==> config.mk <==
export PLATFORM = sky130hd
export DESIGN_NAME = scratch_pad_ctrl
export DESIGN_NICKNAME = d
export VERILOG_FILES = /design/src/rtl/scratch_pad_ctrl.sv
export SDC_FILE = /design/constraint.sdc
export NUM_CORES = 1
export LEC_CHECK = 0
export CAP_MARGIN = 20
export CORE_MARGIN = 1.5
export CORE_UTILIZATION = 35
export CTS_CLUSTER_DIAMETER = 50
export DETAILED_ROUTE_END_ITERATION = 6
export GPL_TIMING_DRIVEN = 0
export PLACE_DENSITY = 0.59
export SLEW_MARGIN = 20
export SYNTH_ARGS = -nofsm -noshare
export SYNTH_HDL_FRONTEND = slang
export SYNTH_SLANG_ARGS = --single-unit
==> constraint.sdc <==
create_clock -name clk -period 2.55 [get_ports clk]
set_clock_uncertainty 0.1 [all_clocks]
set_input_delay 0.51 -clock clk [delete_from_list [all_inputs] [get_ports clk]]
set_output_delay 0.51 -clock clk [all_outputs]
set_load 0.02 [all_outputs]
==> src/rtl/scratch_pad_ctrl.sv <==
// -----------------------------------------------------------------------------
// scratch_pad_ctrl
//
// Purpose:
//   Sequences one register operation at a time on the 8008's 7-entry
//   scratch pad (A,B,C,D,E,H,L). The scratch pad has a one-hot select.
//   Supported operations:
//     - MOV  : register-to-register move
//     - INR  : increment, updates the S/Z/P flags
//     - DCR  : decrement, updates the S/Z/P flags
//     - HLRD : assembles the 14-bit H:L memory address
//   The controller drives the scratch pad's select, write-enable and
//   write-data lines from registers only. The file is level sensitive, so
//   these lines never glitch while a write is open.
//
// Handshake (valid/ready):
//   An operation transfers on a rising clk edge where op_valid && op_ready.
//   op_ready is high only in IDLE. While the controller is busy, op_valid is
//   ignored; the requester keeps op_valid and the op_* fields steady until
//   op_ready returns. Every accepted operation ends with a one-cycle done
//   pulse. An illegal operation (one that uses code M) also raises err in
//   that same done cycle and does not write the scratch pad.
//
// Ports:
//   clk, rst_n      - rising-edge clock, synchronous active-low reset
//   op_valid/ready  - operation request / controller idle
//   op_code         - 00 MOV, 01 INR, 10 DCR, 11 HLRD
//   op_dst, op_src  - register codes A=0 .. L=6, M=7 (illegal here)
//   sp_rs           - one-hot register select (code n -> bit n)
//   sp_we, sp_in    - scratch-pad write enable / write data
//   sp_out          - scratch-pad read data, combinational from sp_rs
//   flags           - {S,Z,P} from the last INR/DCR
//   hl_addr         - {H[5:0], L} from the last HLRD
//   done, err       - completion pulse / rejection pulse (with done)
// -----------------------------------------------------------------------------
module scratch_pad_ctrl #(
  parameter int DATA_W = 8,
  parameter int NREG   = 7,
  parameter int ADDR_W = 14
) (
  input  logic              clk,
  input  logic              rst_n,
  input  logic              op_valid,
  output logic              op_ready,
  input  logic [1:0]        op_code,
  input  logic [2:0]        op_dst,
  input  logic [2:0]        op_src,
  output logic [NREG-1:0]   sp_rs,
  output logic              sp_we,
  output logic [DATA_W-1:0] sp_in,
  input  logic [DATA_W-1:0] sp_out,
  output logic [2:0]        flags,
  output logic [ADDR_W-1:0] hl_addr,
  output logic              done,
  output logic              err
);

  localparam logic [1:0] OP_MOV  = 2'b00;
  localparam logic [1:0] OP_INR  = 2'b01;
  localparam logic [1:0] OP_DCR  = 2'b10;
  localparam logic [1:0] OP_HLRD = 2'b11;

  localparam logic [2:0] REG_H = 3'd5;
  localparam logic [2:0] REG_L = 3'd6;
  localparam logic [2:0] REG_M = 3'd7;

  typedef enum logic [2:0] {
    S_IDLE,
    S_RD,
    S_WR,
    S_RD_H,
    S_RD_L,
    S_DONE
  } state_t;

  state_t            state;
  logic [1:0]        code_q;
  logic [2:0]        dst_q;
  logic [2:0]        src_q;
  logic [DATA_W-1:0] tmp;
  logic [DATA_W-1:0] rd_val;
  logic              req_err;

  // One-hot select for a register code. Code 7 (M) shifts out of the
  // NREG-bit field and gives an all-zero select.
  function automatic logic [NREG-1:0] onehot(input logic [2:0] code);
    onehot = NREG'(1) << code;
  endfunction

  assign op_ready = (state == S_IDLE);

  // M names memory, not a scratch-pad register. It is illegal as any
  // destination and as a MOV source. HLRD ignores dst/src.
  assign req_err = (op_code != OP_HLRD) &&
                   ((op_dst == REG_M) || ((op_code == OP_MOV) && (op_src == REG_M)));

  // Value captured in RD. The adder wraps modulo 2^DATA_W.
  always_comb begin
    rd_val = sp_out;
    case (code_q)
      OP_INR:  rd_val = sp_out + DATA_W'(1);
      OP_DCR:  rd_val = sp_out - DATA_W'(1);
      default: rd_val = sp_out;
    endcase
  end

  always_ff @(posedge clk) begin
    if (!rst_n) begin
      state   <= S_IDLE;
      code_q  <= OP_MOV;
      dst_q   <= '0;
      src_q   <= '0;
      tmp     <= '0;
      flags   <= '0;
      hl_addr <= '0;
      done    <= 1'b0;
      err     <= 1'b0;
      sp_rs   <= '0;
      sp_we   <= 1'b0;
      sp_in   <= '0;
    end else begin
      done <= 1'b0;
      err  <= 1'b0;
      case (state)
        S_IDLE: begin
          sp_rs <= '0;
          sp_we <= 1'b0;
          sp_in <= '0;
          if (op_valid) begin
            code_q <= op_code;
            dst_q  <= op_dst;
            src_q  <= op_src;
            if (req_err) begin
              state <= S_DONE;
              done  <= 1'b1;
              err   <= 1'b1;
            end else if (op_code == OP_HLRD) begin
              state <= S_RD_H;
              sp_rs <= onehot(REG_H);
            end else begin
              // MOV reads its source. INR/DCR read the register they write.
              state <= S_RD;
              sp_rs <= onehot((op_code == OP_MOV) ? op_src : op_dst);
            end
          end
        end

        S_RD: begin
          // sp_in is loaded together with tmp, so it equals tmp for the
          // whole write cycle.
          tmp   <= rd_val;
          sp_in <= rd_val;
          sp_rs <= onehot(dst_q);
          sp_we <= 1'b1;
          state <= S_WR;
        end

        S_WR: begin
          sp_we <= 1'b0;
          sp_rs <= '0;
          sp_in <= '0;
          if (code_q == OP_INR || code_q == OP_DCR) begin
            flags <= {tmp[DATA_W-1], (tmp == '0), ~^tmp};
          end
          state <= S_DONE;
          done  <= 1'b1;
        end

        S_RD_H: begin
          hl_addr[ADDR_W-1:DATA_W] <= sp_out[ADDR_W-DATA_W-1:0];
          sp_rs <= onehot(REG_L);
          state <= S_RD_L;
        end

        S_RD_L: begin
          hl_addr[DATA_W-1:0] <= sp_out;
          sp_rs <= '0;
          state <= S_DONE;
          done  <= 1'b1;
        end

        S_DONE: begin
          state <= S_IDLE;
        end

        default: begin
          state <= S_IDLE;
          sp_rs <= '0;
          sp_we <= 1'b0;
          sp_in <= '0;
        end
      endcase
    end
  end

endmodule

After elaboration in Yosys (flattened, before gate mapping):

Index checks and enable logic that the tools add are counted.
W data, S select, Z words.

* input port bits: 19
* register bits after elaboration: 51

* muxes and demuxes: 15
* $add $sub $neg: 2
* shift-type cells: 2
* equality and inequality tests: 12
* reduce and logical (&&, ||, !) cells: 13

Operator list (number)
* $pmux W8 S2: 2
* $pmux W7 S4: 1
* $mux W7: 3
* $shl A1 B3 Y7 const A: 2
* $eq A3 B3 Y1 const B: 4
* $pmux W3 S4: 1
* $mux W3: 3
* $add A8 B1 Y8 const B: 1
* $logic_not A8 Y1: 1
* $reduce_xnor A8 Y1: 1
* $sub A8 B1 Y8 const B: 1
* $eq A3 B2 Y1 const B: 2
* $reduce_and A2 Y1: 3
* $eq A2 B2 Y1 const B: 2
* $ne A2 B2 Y1 const B: 2
* $pmux W1 S2: 2
* $eq A3 B1 Y1 const B: 1
* $logic_not A3 Y1: 1
* $reduce_or A3 Y1: 1
* $eq A2 B1 Y1 const B: 1
* $logic_and A1 B1 Y1: 2
* $logic_not A2 Y1: 1
* $logic_or A1 B1 Y1: 2
* $mux W1: 2
* 2 further kinds: 2

Depth between registers and ports, before layout:

Gate-level depths: netlist of run 1.

* depth after elaboration: 7
* depth in mapped cells: 12
* gate-level depth less buffers: 10

Worst setup path before layout of run 1:

OpenSTA, ideal clock, no wires.

* path type: register to register
* from: register code_q[0]
* to: register sp_in[6]
* period minus slack after synthesis: 2.425 ns
* arrival: 2.203 ns
* path slack: 0.125 ns
* buffers on the path: 2
* library setup time: 0.123 ns
* stages on the path, launching flop included: 13
* cells stage by stage: dfxtp_1 inv_1 ha_1 buf_6 buf_2 xor2_1 ha_1 a21boi_0 o22a_1 a311o_1 nand4_1 xor2_1 o21ai_0

* longest elaborated chain between the ends: 3
* elaborated cells on any way between the ends: 4
* classes of those cells: 2 x eq/ne; 2 x mux

RTL lines
* start, declared: RTL line 77 `logic [1:0] code_q;`
* start signal, assigned: RTL line 130 `code_q <= op_code;`
* $eq A2 B2 Y1 / $eq A2 B1 Y1 (equally long branches): RTL line 100 `case (code_q)`
* $pmux W8 S2 (*): RTL line 100
* $pmux W8 S2 (*): RTL line 124 `case (state)`
* end signal, assigned: RTL line 152 `sp_in <= rd_val;`
* end, declared: RTL line 50 `output logic [DATA_W-1:0] sp_in,`

Every way passes the cells marked *; elsewhere a longest branch is shown, timed or not.
A chain may end at the register's enable or synchronous reset.

Worst setup path after layout of run 1:

* from: input sp_out[0]
* to: register tmp[7]

* longest elaborated chain between the ends: 2
* elaborated cells on any way between the ends: 3
* classes of those cells: 2 x add/sub; 1 x mux

RTL lines
* start, declared: RTL line 51 `input logic [DATA_W-1:0] sp_out,`
* $sub A8 B1 Y8 / $add A8 B1 Y8 (equally long branches): RTL line 102, 101
* $pmux W8 S2 (*): RTL line 100
* end signal, assigned: RTL line 151 `tmp <= rd_val;`
* end, declared: RTL line 80 `logic [DATA_W-1:0] tmp;`

Marked as above.

==> flow_metrics.env, run 1 <==
export IMPL_hold_path_class="flop to flop"
export IMPL_startpoint="sp_out[0]"
export IMPL_yosysTopAreaCellShare=0.3585
export IMPL_synth_nets=347
export IMPL_drt_pass1_iterations=4
export IMPL_cts_sinks=51
export IMPL_synth_seq_cells=51
export IMPL_timing_hold_ws_ps=358.9
export IMPL_ant_nets=0
export IMPL_period_minus_slack_ps=2442
export IMPL_htreeDepth=2
export IMPL_via_count=2445
export IMPL_crit_cells=7
export IMPL_reg2reg_to="tmp[6]"
export IMPL_start_util=0.3647
export IMPL_final_common_cell="dfxtp_1"
export IMPL_p_leak_nw=1.373
export IMPL_viasPerCell=5.062
export IMPL_synth_area_leaders="dfxtp_1, mux2i_1, nor2b_1"
export IMPL_drtIter0Drc=97
export IMPL_cts_tree="done"
export IMPL_fin_crit_sh=0.9575
export IMPL_final_area_sq_um=3665
export IMPL_final_util=0.4694
export IMPL_syn_area_sq_um=2848
export IMPL_synthDistinctLibCells=62
export IMPL_drv_cap=0
export IMPL_syn_inst=320
export IMPL_status="completed"
export IMPL_yosys_area_top_type="dfxtp_1"
export IMPL_critPathLaunchType="primary input"
export IMPL_row_count=32
export IMPL_critPathCapture="tmp[7]"
export IMPL_cts_buffers=5
export IMPL_crit_buf_inv=1
export IMPL_powerDensity_nw_per_um2=520.7
export IMPL_required_ps=2650
export IMPL_synthArstFlopShare=0
export IMPL_ir_worst_vdd_uv=216.7
export IMPL_overflow=0
export IMPL_die_w_um=93.20
export IMPL_drv_slew=0
export IMPL_rr_startpoint="code_q[0]"
export IMPL_seq_area_frac_synth=0.3585
export IMPL_wl_per_cell_um=14.62
export IMPL_coreArea_sq_um=7807
export IMPL_drc_errors=0
export IMPL_layout_common_cells="dfxtp_1, clkdlybuf4s50_1, nor2b_1"
export IMPL_crit_slowest_cell="clkdlybuf4s50_1"
export IMPL_yosys_warnings=0
export IMPL_antenna_found_initial=0
export IMPL_place_ws_ps=-371.4
export IMPL_hold_violations=0
export IMPL_place_area_sq_um=3476
export IMPL_worstSetupPathType="primary input to flop"
export IMPL_die_h_um=93.20
export IMPL_crit_fanout=6
export IMPL_grt_start_max_net_pins=17
export IMPL_antenna_cells=0
export IMPL_synth_edff_count=0
export IMPL_slew_headroom=0.5336
export IMPL_io_buffers=50
export IMPL_path_cells="clkdlybuf4s50_1 -> and4b_4 -> nor4_4 -> o21ai_2 -> a2111oi_4 -> o211ai_1 -> nor3b_2"
export IMPL_avgSynthCellArea_sq_um=8.899
export IMPL_area_growth_pct=28.69
export IMPL_io_pins=55
export IMPL_worstPathArrival_ps=2540
export IMPL_worst_pin_slew_ps=693.4
export IMPL_synth_ff_type="dfxtp_1"
export IMPL_rsz0062_at_grt="no"
export IMPL_worst_slack_ps=108.5
export IMPL_dieArea_sq_um=8686
export IMPL_worstSkewPairLatency_ps=310
export IMPL_drt_wl_total_mm=7.061
export IMPL_cts_clk_slew_worst_paths_ps=100
export IMPL_r2r_setup_slack_ps=120
export IMPL_cts_root_buffer="clkbuf_8"
export IMPL_worst_setup_path_end_kind="flop"
export IMPL_gp_congestion=0.8330
export IMPL_nets=407
export IMPL_grt_pass1_wl_mm=11.32
export IMPL_drive_gt1_frac=0.1181
export IMPL_crit_family="simple AND/OR/NAND/NOR gates"
export IMPL_cp_slowest_stage_delay_ps=560
export IMPL_finalSetupViolations=0
export IMPL_cts_buffer_depth=2
export IMPL_track_usage=0.1654
export IMPL_fmax_ghz=0.4096
export IMPL_grt_pass1_vias=2287
export IMPL_rr_worst_depth=12
export IMPL_hpwl_mm=5.099
## registers in the layout, summed over array words and instances (netlist names)
signal / count
flags: 3
sp_rs: 7
code_q: 2
tmp: 8
done: 1
err: 1
sp_we: 1
hl_addr: 14
dst_q: 3
state: 3
sp_in: 8
## metrics by stage
stage | total power [mW] | std cells | setup TNS, ps
after floorplan | 1.231 | 320 | 0
after global placement | 1.391 | 472 | -1910
after detailed placement | 1.397 | 472 | -2093
after CTS | 1.912 | 480 | 0
after global routing | 2.018 | 483 | 0
final | 1.908 | 483 | 0
## cells in the mapped netlist, drive strengths merged (2+ instances only)
library cell,instances
a32oi,3
nor3,6
a31oi,5
clkbuf,11
a31o,3
a211oi,3
and3,2
dfxtp,51
xnor2,3
nor4b,2
inv,15
nand3,5
nor4,3
a21oi,11
buf,10
nand2b,2
nor3b,4
nand4,2
a21o,3
nor2b,31
nand3b,2
nor2,14
a22oi,7
o21ai,21
nand4b,2
o211a,2
a21boi,6
mux2i,24
ha,8
xor2,8
and2,11
or2,2
o21a,2
nand2,21
## worst min-delay path by stage
stage | start | depth (start not counted) | end
3_3_place_gp | sp_in[4] | 1 | sp_in[4]
3_5_place_dp | sp_in[3] | 1 | sp_in[3]
4_1_cts | sp_in[3] | 1 | sp_in[3]
5_1_grt | sp_in[4] | 1 | sp_in[4]
2_1_floorplan | tmp[3] | 1 | tmp[3]
6_report | sp_in[6] | 2 | sp_in[6]
## worst min-delay path, cell delays in order (launching register included)
cell and delay [ps]:
dfxtp_1 320, nand2_1 50, o21ai_1 50
## logic make-up (layout without fill, tap and decap cells)
family	after synthesis	in the layout	share of synthesized area
fa+ha+maj	8	8	0.03515
compound gates	75	75	0.1854
xor+xnor	11	11	0.03383
simple gates	115	115	0.2491
buf+inv	36	97	0.05360
flops	51	51	0.3585
mux	24	24	0.08436
## report_power, final
part	leakage (nW)	internal (mW)	switching (mW)
clock network	0.0516	0.223	0.285
logic	0.905	0.237	0.290
registers	0.416	0.844	0.0289
total	1.37	1.30	0.604
## layout make-up
class,count,area [sq um]
well taps,102,127.6
inverters,15,56.30
fillers,776,4143
clock buffers,6,82.58
flip-flops and latches,51,1023
clock inverters,2,13.76
multi-input cells,233,1724
repair buffers,53,526.8
plain buffers,21,110.1
## metal layers
| metal | track usage | share of wire | vias to the layer above |
|---|---|---|---|
| met5 | 0 | 0 | - |
| met3 | 0.03089 | 0.029 | 6 |
| met1 | 0.2104 | 0.47 | 1150 |
| li1 | - | - | 1244 |
| met4 | 0.04040 | 0.0085 | 0 |
| met2 | 0.2871 | 0.50 | 45 |
## timing repair
action,CTS,global route
setup buffers,0,3
hold buffers,0,0
gates resized for setup,10,10
setup endpoints to repair,6,5
pin swaps,3,4
(Power assumes the default switching activity.)
==> run 2, diff against run 1 <==
MAX_ROUTING_LAYER = met4   (was not set)
==> run 2 against run 1 <==
Net effect:
- cell count down 0.62%
- largest cell class unchanged
- utilization down 0.18 points
- worst setup slack worse by 24 ps
- first-iteration DRC count down 21%
- total power down 0.99%
- sequential share of layout area up 0.11 points
- register-to-register slack worse by 40 ps
==> flow_metrics.env, run 2 (synthesis gave the netlist of run 1 again) <==
export IMPL_hold_buffers=0
export IMPL_cts_buffers=5
export IMPL_slew_headroom=0.5272
export IMPL_drv_slew=0
export IMPL_track_usage=0.1716
export IMPL_overflow=0
export IMPL_worst_pin_slew_ps=703.0
export IMPL_place_inst=472
export IMPL_start_util=0.3647
export IMPL_via_count=2417
export IMPL_r2r_setup_slack_ps=80
export IMPL_period_minus_slack_ps=2465
export IMPL_finalSetupViolations=0
export IMPL_drt_wl_total_mm=6.885
export IMPL_ir_worst_vdd_uv=199.7
export IMPL_fin_crit_sh=0.9667
export IMPL_status="completed"
export IMPL_largest_register_ffs=14
export IMPL_antenna_cells=0
export IMPL_io_buffers=50
export IMPL_cts_tree="done"
export IMPL_grt_pass1_wl_mm=11.50
export IMPL_hold_violations=0
export IMPL_worstPathArrival_ps=2620
export IMPL_die_w_um=93.20
export IMPL_final_area_sq_um=3651
export IMPL_largest_register="hl_addr"
export IMPL_coreArea_sq_um=7807
export IMPL_fmax_ghz=0.4057
export IMPL_htreeDepth=2
export IMPL_ant_nets=0
export IMPL_cts_clk_slew_worst_paths_ps=100
export IMPL_place_area_sq_um=3476
export IMPL_gp_congestion=0.8383
export IMPL_drv_cap=0
export IMPL_drt_pass1_iterations=4
export IMPL_nets=404
export IMPL_final_common_cell="dfxtp_1"
export IMPL_layout_common_cells="dfxtp_1, clkdlybuf4s50_1, nor2b_1"
export IMPL_io_pins=55
export IMPL_drive_gt1_frac=0.1164
export IMPL_grt_start_max_net_pins=17
export IMPL_worst_slack_ps=84.90
export IMPL_antenna_found_initial=0
export IMPL_worst_setup_path_end_kind="flop"
export IMPL_worstSetupPathType="flop to flop"
export IMPL_hold_path_class="flop to flop"
export IMPL_wl_per_cell_um=14.34
export IMPL_grt_pass1_vias=2321
export IMPL_cts_buffer_depth=2
export IMPL_critPathLaunchType="flop"
export IMPL_reg_top3="hl_addr x14, sp_in x8, tmp x8"
export IMPL_place_ws_ps=-407.6
export IMPL_powerDensity_nw_per_um2=517.5
export IMPL_grt_util_met2=0.2895
export IMPL_viasPerCell=5.035
export IMPL_drc_errors=0
export IMPL_drtIter0Drc=77
export IMPL_met3_usage=0.03008
export IMPL_power_mw=1.889
export IMPL_cts_root_buffer="clkbuf_8"
export IMPL_dieArea_sq_um=8686
export IMPL_grt_busiest_layer="met2"
export IMPL_hpwl_mm=5.130
export IMPL_cts_sinks=51
export IMPL_worstSkewPairLatency_ps=300
export IMPL_p_leak_nw=1.367
export IMPL_area_growth_pct=28.21
export IMPL_row_count=32
export IMPL_die_h_um=93.20
export IMPL_rsz0062_at_grt="yes"
export IMPL_crit_fanout=10
export IMPL_fin_cells=480
export IMPL_grt_use_met1=0.2131
export IMPL_required_ps=2710
## run 2: cell count changes in the layout (fill, tap and decap cells not counted), sizes merged
cell,delta
buf,-3
clkdlybuf4s50,-2
dlygate4sd2,+1
dlymetal6s2s,+1
## run 2: layout make-up
class / count / area (sq um)
sequential: 51 / 1023
multi-input combinational: 233 / 1732
clock inverter: 2 / 13.76
timing repair buffer: 50 / 505.5
inverter: 15 / 56.30
fill: 784 / 4156
clock buffer: 6 / 82.58
tap: 102 / 127.6
buffer: 21 / 110.1
## run 2: final timing paths
check        startpoint        to  depth (start not counted)
max reg2reg   code_q[0]    tmp[4]                         12
max           code_q[0]    tmp[4]                         12
min reg2reg    sp_in[6]  sp_in[6]                          2
min            sp_in[6]  sp_in[6]                          2
## run 2: stage by stage
step                  util  hold slack [ps]  TNS (ps)
finish              0.4676            358.9         0
global placement    0.4452            338.1     -1907
CTS                 0.4631            368.0         0
detailed placement  0.4452            344.1     -2179
global route        0.4676            388.0    -58.29
floorplan                -            360.1         0
## run 2: routing by layer
| metal | wire [um] | vias up |
|---|---|---|
| li1 | - | 1245 |
| met1 | 3195 | 1115 |
| met2 | 3388 | 49 |
| met3 | 216 | 8 |
| met4 | 85 | 0 |
| met5 | 0 | - |
## run 2: critical path: stages, from the launching register on
cell	delay (ps)
dfxtp_2	330
inv_2	50
ha_4	170
buf_8	140
buf_8	130
xor2_1	140
ha_2	180
a21boi_1	120
o22a_1	220
a21bo_2	230
a21oi_2	160
mux2i_2	300
a31o_2	140
## run 2: timing repair
item | 4_1_cts | 5_1_grt
endpoints found under the hold margin | 0 | 0
setup buffers | 0 | 0
pin swaps | 2 | 3
gates resized for setup | 11 | 13
endpoints found under the setup margin | 7 | 6
## run 2: where the power goes
group	internal, mW	switching (mW)	leakage, nW
sequential	0.844	0.0281	0.416
clock	0.222	0.271	0.0516
combinational	0.233	0.290	0.899
==> run 3, diff against run 2 <==
CORE_UTILIZATION = 47   (was 35)
PLACE_DENSITY = 0.75   (was 0.59)
==> run 3 against run 2 <==
Net effect:
- fmax barely moved
- worst hold slack lost 1.3 ps
- sequential power hardly changed
- utilization is 14 points higher
- routed wire length is 3.3% lower
- critical path type is now primary input to flop
- critical endpoint is now tmp[7]
- highest routed layer unchanged
==> flow_metrics.env, run 3 (synthesis gave the netlist of run 1 again) <==
export IMPL_status="completed"
export IMPL_place_area_sq_um=3442
export IMPL_reg2reg_to="tmp[4]"
export IMPL_drc_errors=0
export IMPL_grt_pass1_wl_mm=10.49
export IMPL_drtIter0Drc=129
export IMPL_grt_start_max_net_pins=17
export IMPL_viasPerCell=5.476
export IMPL_hold_buffers=0
export IMPL_path_cells="clkdlybuf4s50_1 -> and4bb_4 -> nor4_4 -> or3b_1 -> a211oi_4 -> o211ai_1 -> nor3b_2"
export IMPL_cts_tree="done"
export IMPL_multiInputGateArea_sq_um=1714
export IMPL_ir_worst_vdd_uv=199.7
export IMPL_cp_slowest_stage_delay_ps=570
export IMPL_drt_pass1_iterations=4
export IMPL_wl_per_cell_um=14.66
export IMPL_coreArea_sq_um=5886
export IMPL_crit_slowest_cell="clkdlybuf4s50_1"
export IMPL_cts_root_buffer="clkbuf_8"
export IMPL_row_count=28
export IMPL_track_usage=0.2135
export IMPL_regArea_sq_um=1023
export IMPL_via_count=2486
export IMPL_worstPathArrival_ps=2570
export IMPL_cts_sinks=51
export IMPL_area_growth_pct=26.45
export IMPL_crit_fanout=8
export IMPL_critPathLaunchType="primary input"
export IMPL_crit_buf_inv=1
export IMPL_nets=405
export IMPL_hold_path_class="flop to flop"
export IMPL_slew_headroom=0.5568
export IMPL_drv_cap=0
export IMPL_hold_violations=0
export IMPL_drv_slew=0
export IMPL_cts_buffer_depth=2
export IMPL_start_util=0.4838
export IMPL_period_minus_slack_ps=2466
export IMPL_final_area_sq_um=3601
export IMPL_fmax_ghz=0.4054
export IMPL_drive_gt1_frac=0.1161
export IMPL_overflow=0
export IMPL_antenna_cells=0
export IMPL_largest_register="hl_addr"
export IMPL_timing_hold_ws_ps=357.7
export IMPL_fin_crit_sh=0.9672
export IMPL_largest_register_ffs=14
export IMPL_final_common_cell="dfxtp_1"
export IMPL_finalSetupViolations=0
export IMPL_gp_congestion=0.8813
export IMPL_tns_ps=0
export IMPL_io_pins=55
export IMPL_cts_clk_slew_worst_paths_ps=100
export IMPL_worstSetupPathType="primary input to flop"
export IMPL_ant_nets=0
export IMPL_power_mw=1.893
export IMPL_fill_cells=548
export IMPL_worst_setup_path_end_kind="flop"
export IMPL_powerDensity_nw_per_um2=525.7
export IMPL_hold_start="sp_in[6]"
export IMPL_required_ps=2650
export IMPL_crit_family="simple AND/OR/NAND/NOR gates"
export IMPL_die_w_um=80.84
export IMPL_antenna_found_initial=0
export IMPL_grt_pass1_vias=2268
export IMPL_drt_wl_total_mm=6.655
export IMPL_rr_startpoint="code_q[0]"
export IMPL_dieArea_sq_um=6535
export IMPL_rr_worst_depth=12
export IMPL_final_util=0.6118
export IMPL_cts_buffers=5
export IMPL_hold_path_depth=2
export IMPL_hpwl_mm=4.790
export IMPL_htreeDepth=2
export IMPL_rsz0062_at_grt="no"
export IMPL_worst_pin_slew_ps=664.7
export IMPL_io_buffers=50
export IMPL_reg_top3="hl_addr x14, sp_in x8, tmp x8"
export IMPL_r2r_setup_slack_ps=100
export IMPL_hold_end="sp_in[6]"
export IMPL_p_leak_nw=1.358
export IMPL_layout_common_cells="dfxtp_1, clkdlybuf4s50_1, nor2b_1"
export IMPL_die_h_um=80.84
export IMPL_worstSkewPairLatency_ps=300
[run 3: changes by cell type in the layout (fill, tap and decap cells not counted), moves of 2 or more]
cell / previous run / this run
buf_8: 2 / 0
clkdlybuf4s50_1: 45 / 48
buf_6: 0 / 2
dlygate4sd2_1: 2 / 0
[run 3: final cells by class]
type | instances | share of cell area
sequential | 51 | 0.2842
buffer | 21 | 0.02884
timing repair buffer | 51 | 0.1425
multi-input combinational | 233 | 0.4760
tap | 75 | 0.02606
clock inverter | 2 | 0.003822
inverter | 15 | 0.01564
clock buffer | 6 | 0.02293
[run 3: layer usage]
metal | up-vias | share of wire | GRT usage
met5 | - | 0 | -
met4 | 0 | 0.011 | 0.08103
met3 | 8 | 0.043 | 0.04045
met2 | 65 | 0.49 | 0.3550
met1 | 1176 | 0.45 | 0.2553
li1 | 1237 | - | -
[run 3: where the power goes]
part	internal, mW	total, mW	switching, mW
Combinational	0.234	0.519	0.285
Sequential	0.844	0.873	0.0292
Clock	0.223	0.501	0.278
[run 3: worst max path at each step]
stage               startpoint        to  slack [ps]  depth (start not counted)
finish               sp_out[2]    tmp[7]          80                          7
global route         code_q[0]    tmp[4]       0.005                         12
CTS                  sp_out[5]    tmp[7]          -6                          7
detailed placement   sp_out[5]    tmp[7]        -340                          7
global placement     sp_out[5]    tmp[7]        -330                          7
floorplan            code_q[0]  sp_in[6]         120                         12
[run 3: tightest hold or removal path, cell delays in order, from the launching register on]
cell     delay [ps]
dfxtp_1         320
nand2_1          50
o21ai_1          50
[run 3: stage by stage]
| step | instances | setup WS, ps |
|---|---|---|
| finish | 454 | 83.54 |
| global route | 454 | 0.005329 |
| CTS | 453 | -5.700 |
| detailed placement | 445 | -335.5 |
| global placement | 445 | -329.0 |
| floorplan | 320 | 124.6 |
[run 3: repair_timing]
action	CTS	global route
resized for setup	5	12
endpoints found under the setup margin	6	7
gates cloned	0	0
buffers inserted	0	1
pin swaps	1	2
